[src/rtl/cla_clk.sv]
// cla_clk: registered 32-bit carry-lookahead adder with two cycles of latency.
//
// Ports
//   clock    in   1   rising-edge clock for every register
//   reset_n  in   1   synchronous active-low reset, zeroes all registers
//   a        in  32   operand A, captured on every edge
//   b        in  32   operand B, captured on every edge
//   ci       in   1   carry-in, captured on every edge
//   s_cla    out 32   registered sum, (a + b + ci) mod 2^32
//   co_cla   out  1   registered carry-out, bit 32 of a + b + ci
//
// The datapath has no enables or stalls. Operands captured at edge N
// appear on s_cla/co_cla after edge N+1.
module cla_clk (
  input  logic        clock,
  input  logic        reset_n,
  input  logic [31:0] a,
  input  logic [31:0] b,
  input  logic        ci,
  output logic [31:0] s_cla,
  output logic        co_cla
);

  logic [31:0] a_q, b_q;
  logic        ci_q;
  logic [31:0] s_q, s_d;
  logic        co_q, co_d;

  logic [31:0] g, p;
  logic [3:0]  gb, pb;
  logic [4:0]  cb;
  logic        blk_ci;

  // Eight 4-bit lookahead blocks. Each block computes all four of its
  // internal carries directly from the block carry-in. Block carry-outs
  // are chained from bits 3:0 up to bits 31:28.
  always_comb begin
    g      = a_q & b_q;
    p      = a_q ^ b_q;
    s_d    = '0;
    gb     = '0;
    pb     = '0;
    cb     = '0;
    blk_ci = ci_q;
    for (int k = 0; k < 8; k++) begin
      gb    = g[4*k +: 4];
      pb    = p[4*k +: 4];
      cb[0] = blk_ci;
      cb[1] = gb[0] | (pb[0] & cb[0]);
      cb[2] = gb[1] | (pb[1] & gb[0]) | (pb[1] & pb[0] & cb[0]);
      cb[3] = gb[2] | (pb[2] & gb[1]) | (pb[2] & pb[1] & gb[0])
            | (pb[2] & pb[1] & pb[0] & cb[0]);
      cb[4] = gb[3] | (pb[3] & gb[2]) | (pb[3] & pb[2] & gb[1])
            | (pb[3] & pb[2] & pb[1] & gb[0])
            | (pb[3] & pb[2] & pb[1] & pb[0] & cb[0]);
      s_d[4*k +: 4] = pb ^ cb[3:0];
      blk_ci        = cb[4];
    end
    co_d = blk_ci;
  end

  always_ff @(posedge clock) begin
    if (!reset_n) begin
      a_q  <= '0;
      b_q  <= '0;
      ci_q <= 1'b0;
      s_q  <= '0;
      co_q <= 1'b0;
    end else begin
      a_q  <= a;
      b_q  <= b;
      ci_q <= ci;
      s_q  <= s_d;
      co_q <= co_d;
    end
  end

  assign s_cla  = s_q;
  assign co_cla = co_q;

endmodule

[config.mk]
export PLATFORM = sky130hd
export DESIGN_NAME = cla_clk
export DESIGN_NICKNAME = d
export VERILOG_FILES = /design/src/rtl/cla_clk.sv
export SDC_FILE = /design/constraint.sdc
export NUM_CORES = 1
export LEC_CHECK = 0
export ABC_AREA = 1
export CAP_MARGIN = 40
export CORE_MARGIN = 4
export CORE_UTILIZATION = 37
export DETAILED_ROUTE_END_ITERATION = 10
export GPL_TIMING_DRIVEN = 1
export PLACE_DENSITY = 0.75
export SKIP_CTS_REPAIR_TIMING = 1
export SLEW_MARGIN = 20
export SYNTH_ARGS = -nofsm -noshare
export SYNTH_HDL_FRONTEND = slang
export SYNTH_SLANG_ARGS = --single-unit
[constraint.sdc]
create_clock -name clock -period 7.85 [get_ports clock]
set_clock_uncertainty 0.2 [all_clocks]
set_input_delay 1.9625 -clock clock [delete_from_list [all_inputs] [get_ports clock]]
set_output_delay 1.9625 -clock clock [all_outputs]
set_load 0.02 [all_outputs]
Yosys cells after proc, flatten, opt, wreduce, memory -nomap -nowiden

Cells that the tools add are included.

Add/subtract/negate cells: 0
$mul: 0
Div/mod/pow operators: 0
Magnitude comparators: 0
Equal/unequal tests: 0
Shift-type cells: 0
Mux-type cells: 0
Bitwise logic cells: 218
Reductions and logical operators: 0

Operator list:

| operator           | number |
|---|---|
| bitwise AND 1 bit  | 128 |
| OR 1 bit           | 80 |
| bitwise AND 32 bit | 1 |
| XOR 32 bit         | 1 |
| XOR 4 bit          | 8 |

Bits in registers: 98
Latch bits: 0
Bits in writable memories: 0
Memory bits (read-only): 0
Bits of input ports: 67
Memories kept: 0

Depth between registers and ports, before layout

Depth after elaboration: 21
Depth in mapped cells: 21

Worst setup path before layout

Ideal clock, no wire load.

Path type: input to register
From: input reset_n
To: register a_q[10]
Library setup time: 0.057 ns
Data arrival time: 2.577 ns
Data required time: 7.593 ns
Setup slack: 5.016 ns
Cell stages on the path: 4
Cell sequence: clkbuf_1 -> clkbuf_1 -> nand2_1 -> inv_1

RTL lines:

| what                 | line | text |
|---|---|---|
| start, declared      | 16   | `input logic reset_n,` |
| end signal, assigned | 64   | `a_q <= '0;` |
| end signal, assigned | 70   | `a_q <= a;` |
| end, declared        | 24   | `logic [31:0] a_q, b_q;` |

No word-level cell between the ends.

Final worst setup path

From: register s_q[17] (netlist: s_cla[17])
To: output s_cla[17]

RTL lines:

| what                   | line | text |
|---|---|---|
| start, declared        | 26   | `logic [31:0] s_q, s_d;` |
| start signal, assigned | 67   | `s_q <= '0;` |
| start signal, assigned | 73   | `s_q <= s_d;` |
| end, declared          | 20   | `output logic [31:0] s_cla,` |

No word-level cell between the ends.

==> metrics.txt <==
status finished clean; area share of and/or/nand/nor cells after synthesis 0.186; DRT Pass-1 Iters 4; worst path arrival time 1.31 ns; Final Setup Violations 0; Req. time, crit path 5.69 ns; Synth-to-Final Area Change 33.2%; Seq pwr share 0.527; crit path max-delay cell type clkdlybuf4s50_1; Layout Nets 683; critical path endpoint category output pin; Power Internal 0.000769 W; crit path buf inv count 1; IO Pins 100; Yosys top cell area share 0.487; commonest non-fill, non-tap cell in the layout inv_1; Clock Path Buffers 2; post-synthesis mux area share 0; Final Util 0.513; Combinational Power Share 0.176; routed vias/inst 4.27; drt wl/cell 10.6 um; RSZ-0062 raised after global routing no; CTS sink cnt 98; die height 112 um; Worst-Margin Slew 0.495 ns; Min Hold Slack 0.408 ns; vias in the first global route 2947; Yosys reg bits 98; fraction of final layout cells sized beyond drive strength 1 0.0602; CTS root buffer clkbuf_8; Yosys top cell by area dfxtp_1; die width 112 um; Rows 37; routability congestion estimate 0.790; crit-path cells clkdlybuf4s50_1; GRT Residual Overflow 0; kind of critical path flop to output pin; Final Max Tran Viols 0; first-pass GRT wire length 12.2 mm; Peak Freq 288 MHz; cts bufs inserted 9; DRC violations left 0; leak pwr 2.92 nW; antenna violations before repair 0; Max-Cap Viols 0; Tcrit/Tclk final 0.442; worst reg-to-reg setup slack 5.08 ns; largest net degree at the start of global routing 87; cells after synthesis 474; Initial Utilization 0.385; CP max FO 1; H-Tree Depth 3; die area 12600 sq um; Core Region 10500 sq um; fin crit period 3.47 ns; Mapped Avg Cell Area 8.50 sq um; Final ANT Viol Nets 0; Adder-Cell Fraction of Synth Area 0.139; Switch Pwr 0.000262 W; largest family of logic cells by synthesized area simple AND/OR/NAND/NOR gates; initial DRC count 100; xor/xnor share of the synthesized area 0.0174; Synth cell types 26; crit-path max cell delay 0.61 ns; Fill cells 987; setup TNS 0 ns; Ys Warns 0; Cell Area, Synth 4030 sq um; Synth Area in Compound Gates 0.0618; CTS tree yes; Hold WC Path Type flop to flop; sequential area share after synthesis 0.487; final WL 7.60 mm; critical path's top delay family buffers and inverters; Place WS 3.95 ns; total track usage 0.120; syn nets 581; critical path launch point type flop; hpwl dp 5.97 mm; final worst slack 4.38 ns; Clock Power Share 0.297; vias 3061; Slew HR 0.670; IO buf count 99; Worst-Skew Late Latency 0.35 ns; final hold viol count 0; # diodes 0; commonest non-fill, non-tap cells in the layout inv_1, nand2_1, dfxtp_1, clkdlybuf4s50_1; PD cells 192 nW/um^2; Clock transition at path regs 0.09 ns; VDD IR-drop max 73.1 uV; Switching Fraction 0.254; Area contributors post-synth dfxtp_1, ha_1, inv_1
[synth_stat cells (all sizes together)]
master,instances
nand2,115
o211a,1
nand3,14
and3,1
ha,32
xnor2,7
a21o,1
xor2,1
inv,104
o21ai,11
buf,1
clkinv,1
nor3,5
o21bai,2
a21oi,27
a221oi,1
a31oi,1
dfxtp,98
o311a,1
nor2,32
clkbuf,9
nand4,1
fa,8
[flip-flops by register name, summed over array words and instances (netlist names)]
| register | cells |
|---|---|
| co_cla | 1 |
| s_cla | 32 |
| b_q | 32 |
| a_q | 32 |
| ci_q | 1 |
[power groups by stage]
stage | Sequential [W] | Combinational, W | Clock (W)
global route | 0.000546 | 0.000202 | 0.000337
CTS | 0.000544 | 0.000183 | 0.000319
finish | 0.000543 | 0.000182 | 0.000306
detailed placement | 0.000555 | 0.000182 | 0
floorplan | 0.000573 | 0.0000785 | 0
global placement | 0.000555 | 0.000177 | 0
[logic make-up after synthesis]
family / count (synthesis)
adders and majority gates: 40
and+or+nand+nor: 168
buffers and inverters: 115
xor gates and xnor gates: 8
DFF: 98
AOI/OAI and AO/OA: 45
[final timing paths]
| check | from | endpoint | cells after the start |
|---|---|---|---|
| max | s_cla[17] | s_cla[17] | 1 |
| min | b_q[22] | s_cla[22] | 2 |
| max reg2reg | a_q[7] | s_cla[29] | 18 |
| min reg2reg | b_q[22] | s_cla[22] | 2 |
[layout make-up]
cell class,count,area [sq um],share of cell area
clock inverters,5,55.1,0.0103
repair buffers,101,1020,0.190
well taps,136,170,0.0317
multi-input cells,261,1630,0.304
clock buffers,11,131,0.0245
flip-flops and latches,98,1960,0.366
inverters,105,394,0.0735
[routing by layer]
metal,routed length (um),up-vias,GRT usage
li1,-,1622,-
met1,3050,1366,0.118
met2,4030,58,0.226
met3,309,15,0.0226
met4,220,0,0.0769
met5,0,-,0
[per-stage QoR]
step | area, sq um | std cells | power [W]
6_report | 5360 | 717 | 0.00103
5_1_grt | 5360 | 717 | 0.00109
4_1_cts | 5340 | 716 | 0.00105
3_5_place_dp | 5150 | 700 | 0.000737
3_3_place_gp | 5150 | 700 | 0.000731
2_1_floorplan | 4030 | 474 | 0.000652
No activity file was read; power rests on OpenSTA's default activity.
